===== src/rtl/deco_teclado_ext_if.sv =====
// PicoBlaze output-port write bus seen by the keyboard decoder.
interface deco_teclado_ext_if;
  logic       wrt_strobe;
  logic [7:0] port_ID;
  logic [7:0] tecla;

  modport master (
    output wrt_strobe,
    output port_ID,
    output tecla
  );

  modport slave (
    input wrt_strobe,
    input port_ID,
    input tecla
  );
endinterface


===== src/rtl/deco_teclado_ext.sv =====
// PS/2 scan-code command decoder on the PicoBlaze port bus (E0/F0 aware).
// Define DECO_TECLADO_REPEAT_EN to let typematic arrow makes re-pulse.
module deco_teclado_ext #(
  parameter logic [7:0] PORT_ID     = 8'h0A,
  parameter int         TIMEOUT_CYC = 1000000,
  parameter int         CNT_W       = 20
) (
  input  logic clk,
  input  logic reset,
  deco_teclado_ext_if.slave bus,
  output logic write,
  output logic configurate,
  output logic off_alarma,
  output logic inicializate,
  output logic arriba,
  output logic abajo,
  output logic izquierda,
  output logic derecha,
  output logic T24_12,
  output logic clock_timer,
  output logic key_held,
  output logic err_seq
);

  typedef enum logic [1:0] {
    IDLE,
    EXT,
    BRK,
    EXT_BRK
  } state_e;

  localparam int P_WR = 7;
  localparam int P_CF = 6;
  localparam int P_OA = 5;
  localparam int P_IN = 4;
  localparam int P_UP = 3;
  localparam int P_DN = 2;
  localparam int P_LF = 1;
  localparam int P_RT = 0;

  localparam logic [CNT_W-1:0] CNT_LAST = CNT_W'(TIMEOUT_CYC - 1);

  state_e           state_q, state_d;
  logic             valid_q, valid_d;
  logic [8:0]       last_q, last_d;
  logic [CNT_W-1:0] cnt_q, cnt_d;
  logic [7:0]       cmd_q, cmd_d;
  logic             err_q, err_d;
  logic             t24_q, t24_d;
  logic             ct_q, ct_d;

  logic       acc;
  logic [7:0] b;
  logic       is_e0, is_f0;
  logic       hit_n, hit_e;
  logic       ext_fire;

  assign acc   = bus.wrt_strobe && (bus.port_ID == PORT_ID);
  assign b     = bus.tecla;
  assign is_e0 = (b == 8'hE0);
  assign is_f0 = (b == 8'hF0);
  assign hit_n = valid_q && (last_q == {1'b0, b});
  assign hit_e = valid_q && (last_q == {1'b1, b});

`ifdef DECO_TECLADO_REPEAT_EN
  logic is_arrow;
  assign is_arrow = (b == 8'h75) || (b == 8'h72) ||
                    (b == 8'h6B) || (b == 8'h74);
  assign ext_fire = !hit_e || is_arrow;
`else
  assign ext_fire = !hit_e;
`endif

  always_comb begin
    state_d = state_q;
    valid_d = valid_q;
    last_d  = last_q;
    cnt_d   = (state_q == IDLE) ? '0 : cnt_q + 1'b1;
    cmd_d   = '0;
    err_d   = 1'b0;
    t24_d   = t24_q;
    ct_d    = ct_q;
    if (acc) begin
      cnt_d = '0;
      unique case (state_q)
        IDLE: begin
          if (is_e0) begin
            state_d = EXT;
          end else if (is_f0) begin
            state_d = BRK;
          end else begin
            valid_d = 1'b1;
            last_d  = {1'b0, b};
            if (!hit_n) begin
              unique case (b)
                8'h05:   cmd_d[P_CF] = 1'b1;
                8'h06:   ct_d = !ct_q;
                8'h04:   t24_d = !t24_q;
                8'h0C:   cmd_d[P_WR] = 1'b1;
                8'h03:   cmd_d[P_OA] = 1'b1;
                8'h07:   cmd_d[P_IN] = 1'b1;
                default: ;
              endcase
            end
          end
        end
        EXT: begin
          if (is_f0) begin
            state_d = EXT_BRK;
          end else if (is_e0) begin
            err_d = 1'b1;
          end else begin
            valid_d = 1'b1;
            last_d  = {1'b1, b};
            state_d = IDLE;
            if (ext_fire) begin
              unique case (b)
                8'h75:   cmd_d[P_UP] = 1'b1;
                8'h72:   cmd_d[P_DN] = 1'b1;
                8'h6B:   cmd_d[P_LF] = 1'b1;
                8'h74:   cmd_d[P_RT] = 1'b1;
                default: ;
              endcase
            end
          end
        end
        BRK: begin
          if (is_e0 || is_f0) begin
            err_d = 1'b1;
          end else begin
            if (hit_n) valid_d = 1'b0;
            state_d = IDLE;
          end
        end
        EXT_BRK: begin
          if (is_e0 || is_f0) begin
            err_d = 1'b1;
          end else begin
            if (hit_e) valid_d = 1'b0;
            state_d = IDLE;
          end
        end
        default: state_d = IDLE;
      endcase
    end else if (state_q != IDLE && cnt_q == CNT_LAST) begin
      // abandoned prefix: drop it but keep the held-key record
      state_d = IDLE;
      cnt_d   = '0;
      err_d   = 1'b1;
    end
  end

  always_ff @(posedge clk or negedge reset) begin
    if (!reset) begin
      state_q <= IDLE;
      valid_q <= 1'b0;
      last_q  <= '0;
      cnt_q   <= '0;
      cmd_q   <= '0;
      err_q   <= 1'b0;
      t24_q   <= 1'b0;
      ct_q    <= 1'b0;
    end else begin
      state_q <= state_d;
      valid_q <= valid_d;
      last_q  <= last_d;
      cnt_q   <= cnt_d;
      cmd_q   <= cmd_d;
      err_q   <= err_d;
      t24_q   <= t24_d;
      ct_q    <= ct_d;
    end
  end

  assign write        = cmd_q[P_WR];
  assign configurate  = cmd_q[P_CF];
  assign off_alarma   = cmd_q[P_OA];
  assign inicializate = cmd_q[P_IN];
  assign arriba       = cmd_q[P_UP];
  assign abajo        = cmd_q[P_DN];
  assign izquierda    = cmd_q[P_LF];
  assign derecha      = cmd_q[P_RT];
  assign T24_12       = t24_q;
  assign clock_timer  = ct_q;
  assign key_held     = valid_q;
  assign err_seq      = err_q;

endmodule


===== src/flat_wrapper.sv =====
// flat-port wrapper written by rule: the top's interface ports become plain ports
module deco_teclado_ext_flat 
#(
  parameter logic [7:0] PORT_ID     = 8'h0A,
  parameter int         TIMEOUT_CYC = 1000000,
  parameter int         CNT_W       = 20
)
  (clk, reset, write, configurate, off_alarma, inicializate, arriba, abajo, izquierda, derecha, T24_12, clock_timer, key_held, err_seq, bus_wrt_strobe, bus_port_ID, bus_tecla);
  deco_teclado_ext_if bus_i ();
  input  logic clk;
  input  logic reset;
  output logic write;
  output logic configurate;
  output logic off_alarma;
  output logic inicializate;
  output logic arriba;
  output logic abajo;
  output logic izquierda;
  output logic derecha;
  output logic T24_12;
  output logic clock_timer;
  output logic key_held;
  output logic err_seq;
  input wire logic [$bits(bus_i.wrt_strobe)-1:0] bus_wrt_strobe;
  input wire logic [$bits(bus_i.port_ID)-1:0] bus_port_ID;
  input wire logic [$bits(bus_i.tecla)-1:0] bus_tecla;
  assign bus_i.wrt_strobe = bus_wrt_strobe;
  assign bus_i.port_ID = bus_port_ID;
  assign bus_i.tecla = bus_tecla;
  deco_teclado_ext #(.PORT_ID(PORT_ID), .TIMEOUT_CYC(TIMEOUT_CYC), .CNT_W(CNT_W)) u_core (.clk(clk), .reset(reset), .bus(bus_i), .write(write), .configurate(configurate), .off_alarma(off_alarma), .inicializate(inicializate), .arriba(arriba), .abajo(abajo), .izquierda(izquierda), .derecha(derecha), .T24_12(T24_12), .clock_timer(clock_timer), .key_held(key_held), .err_seq(err_seq));
endmodule

===== config.mk =====
export PLATFORM = sky130hd
export DESIGN_NAME = deco_teclado_ext_flat
export DESIGN_NICKNAME = d
export VERILOG_FILES = /design/src/rtl/deco_teclado_ext_if.sv /design/src/rtl/deco_teclado_ext.sv /design/src/flat_wrapper.sv
export SDC_FILE = /design/constraint.sdc
export NUM_CORES = 1
export LEC_CHECK = 0
export ABC_AREA = 1
export CAP_MARGIN = 20
export CORE_MARGIN = 3
export CORE_UTILIZATION = 55
export CTS_CLUSTER_DIAMETER = 100
export DETAILED_ROUTE_END_ITERATION = 8
export PLACE_DENSITY = 0.79
export RECOVER_POWER = 25
export SLEW_MARGIN = 40
export SYNTH_ARGS = -nofsm -noshare
export SYNTH_HDL_FRONTEND = slang
export SYNTH_SLANG_ARGS = --single-unit

===== constraint.sdc =====
create_clock -name clk -period 1.6 [get_ports clk]
set_input_delay 0.32 -clock clk [delete_from_list [all_inputs] [get_ports clk]]
set_output_delay 0.32 -clock clk [all_outputs]
set_load 0.05 [all_outputs]

==> out/results.ini <==
[status]
status=finished, violations left
violations=setup timing

[grt]
grt_pass1_vias=2243
grt_pass1_wl_um=10100
grt_usage_pct=24.3
grt_max_degree=44
antenna_found_initial=0
grt_overflow_total=0

[routing]
num_vias=2397
wirelength_um=6250
antenna_left=0
met1Wirelength_um=2680
top_layer_used=met4
drc=0
routed-wl-met3_um=494
wl_per_cell_um=13.8
vias_per_cell=5.29
drt_first_iter_violations=168
drt-pass1-iter-count=5
dr_wl_met2_um=2990

[synth]
synthArstFlopShare_pct=100
synth_edf_count=0
ys_ff_latch=43
synthCells=315
ys_types=29
yosys_warnings=0
syn_area_per_cell_um2=7.81
syn_area_mm2=0.00246
yosysSeqAreaShare_pct=43.7
synth_ff_type=dfrtp_1
syn-num-nets=335

[placed_design]
io_buffers=30
place_hpwl_um=4140
gp_congestion=0.868

[sta]
period_share_pct=100
relSlewSlack_pct=36.9
fmax_ghz=0.624
slew_viol_final=0
fin_crit_ns=1.60
setup_viol=1
clock_skew_ns=0.00438
tightest_slew_ns=0.947
hold_viol=0
setup_slack_ns=-0.00357
grt_setup_unrepaired=yes
tns_ns=-0.00357
holdWs_ns=0.477

[setup_path]
ff2ff_path_depth=7
start_kind=primary input
crit_required_ns=1.77
critPathKind=primary input to flop
r2r-end=u_core.cnt_q[6]$_DFF_PN0_
endpoint_kind=flop
reg2reg_from=u_core.cnt_q[7]$_DFF_PN0_
arrival_ns=1.77
worstPathMaxFanout=5
r2r_slack_ns=0.05

[run]
cap_viol_max_count=0

[clock_tree]
cts_buffers=5
cts_root_buf=clkbuf_8
cts_tree=done
ctsHtreeMaxLevel=2
cts_buffer_depth=2
clock_sinks=43
clock_latency_ns=0.29
cts.clk_slew.worst_paths_ns=0.08

[floorplan]
num_rows=23
dieArea_mm2=0.00531
fp.dieH_um=72.9
core_area_mm2=0.00414
start_util_pct=59.4
ios=31
die_w_um=72.9

[min_path]
hold_path_class=flop to flop
hold_end=u_core.T24_12$_DFFE_PN0P_
worstHoldPathCells=1
hold_start=u_core.T24_12$_DFFE_PN0P_

[layout]
syn_to_final_growth_pct=38.6
n_antenna_cell=0
drive_above_1_share_pct=29.3
final_nets=423

[power]
power_density_mw_per_mm2=634
ir_worst_vdd_v=0.000477
p_leak_uw=0.00169

## sequential cells by signal, indices dropped and copies added (netlist names)
register and flops:
u_core.err_seq 1, u_core.T24_12 1, u_core.last_q 9, u_core.state_q 2
u_core.key_held 1, u_core.cmd_q 8, u_core.cnt_q 20, u_core.clock_timer 1
## kinds of logic (layout without fill, tap and decap cells)
family	count (synthesis)	in the layout	share of synthesized area, %
buf+inv	58	144	9.21
compound gates	18	18	5.70
fa+ha+maj	1	1	0.509
flops	43	43	43.7
xor+xnor	14	14	4.98
simple gates	181	183	35.9
## report_power, final
group / internal [uW] / switching [uW] / total [uW]
clock network: 458 / 371 / 830
logic: 108 / 117 / 225
registers: 1100 / 10.9 / 1110
## worst max-delay path, cell delays in order
cell	delay (ns)
clkdlybuf4s50_1	0.44
nor3_4	0.20
nand3b_4	0.16
inv_4	0.08
buf_4	0.11
nand4_1	0.21
nand3_1	0.15
o21ai_0	0.09
## cell type report
type                            count  area (um2)
Timing Repair Buffer               81         677
Sequential cell                    43        1080
Tap cell                           50        62.6
Fill cell                         279         734
Clock buffer                        6        72.6
Inverter                           56         213
Clock inverter                      1        30.0
Multi-Input combinational cell    216        1280
## cell usage in the layout (no fill, tap or decap), types with 2 or more instances in the layout
master           synthesis  layout
dlygate4sd2_1            0       9
nand2_1                 69      67
buf_2                    1       2
o21ai_2                  9       9
nor2_4                   1       3
nor2_2                   3       3
o21ai_1                  0       2
buf_12                   0       3
nor3_4                   2       5
nand3_2                  2       2
dfrtp_1                 43      43
inv_2                    3       8
clkbuf_8                 0       5
nor3_1                  13      10
nor2_1                  45      43
xnor2_1                  6       5
xor2_1                   8       8
nand2_2                  2       5
nor3_2                   3       3
nand4_1                 15      15
clkdlybuf4s50_1          0       6
nand3_1                 19      18
o21ai_0                  7       5
buf_4                    0      58
inv_1                   53      47
## how the worst max path moves through the flow
stage                         startpoint                            end  depth (start not counted)
3_5_place_dp                bus_tecla[6]      u_core.cmd_q[3]$_DFF_PN0_                          6
2_1_floorplan  u_core.cnt_q[0]$_DFF_PN0_     u_core.cnt_q[14]$_DFF_PN0_                          9
5_1_grt                   bus_port_ID[4]  u_core.state_q[1]$_DFFE_PN0P_                          8
4_1_cts        u_core.cnt_q[1]$_DFF_PN0_     u_core.cnt_q[14]$_DFF_PN0_                          9
6_report                  bus_port_ID[4]  u_core.state_q[1]$_DFFE_PN0P_                          8
3_3_place_gp                bus_tecla[2]    u_core.key_held$_DFFE_PN0P_                         13
## per-stage QoR
stage                     instances  utilization, %  setup slack [ns]  total power [uW]  instance area (um2)
after floorplan                 315               -             0.174              1200                 2460
after global routing            453            82.3           -0.0560              2230                 3410
after detailed placement        433            75.3            -0.572              1360                 3120
final                           453            82.3          -0.00357              2160                 3410
after global placement          433            75.3            -0.301              1350                 3120
after CTS                       443            79.5           0.00146              2170                 3290
## synth_stat cells, types with 2 or more instances
cell type	number	share of area, %
o21ai_0	7	1.4
inv_2	3	0.46
nand3_1	19	3.9
nor2_2	3	0.76
nor2_1	45	6.9
xnor2_1	6	2.1
inv_1	53	8.1
nor3_4	2	1.3
o21ai_2	9	3.2
nand2_1	69	11
nand3_2	2	0.81
nor3_1	13	2.6
nor3_2	3	1.2
nand3b_2	2	0.92
nand2_2	2	0.51
xor2_1	8	2.8
nand4_1	15	3.8
dfrtp_1	43	44
## layer usage
layer  track usage (%)  up-vias
met5                 0        -
li1                  -     1169
met4              7.58        0
met2              39.1      107
met1              32.3     1112
met3              6.20        9
## what timing repair did
action,in CTS,in global routing
gates cloned,0,2
pin swaps,7,10
endpoints found under the hold margin,36,0
buffers inserted,2,8
resized for setup,26,14
setup endpoints to repair,11,22
hold buffers,1,0
No activity file was read; power rests on OpenSTA's default activity.
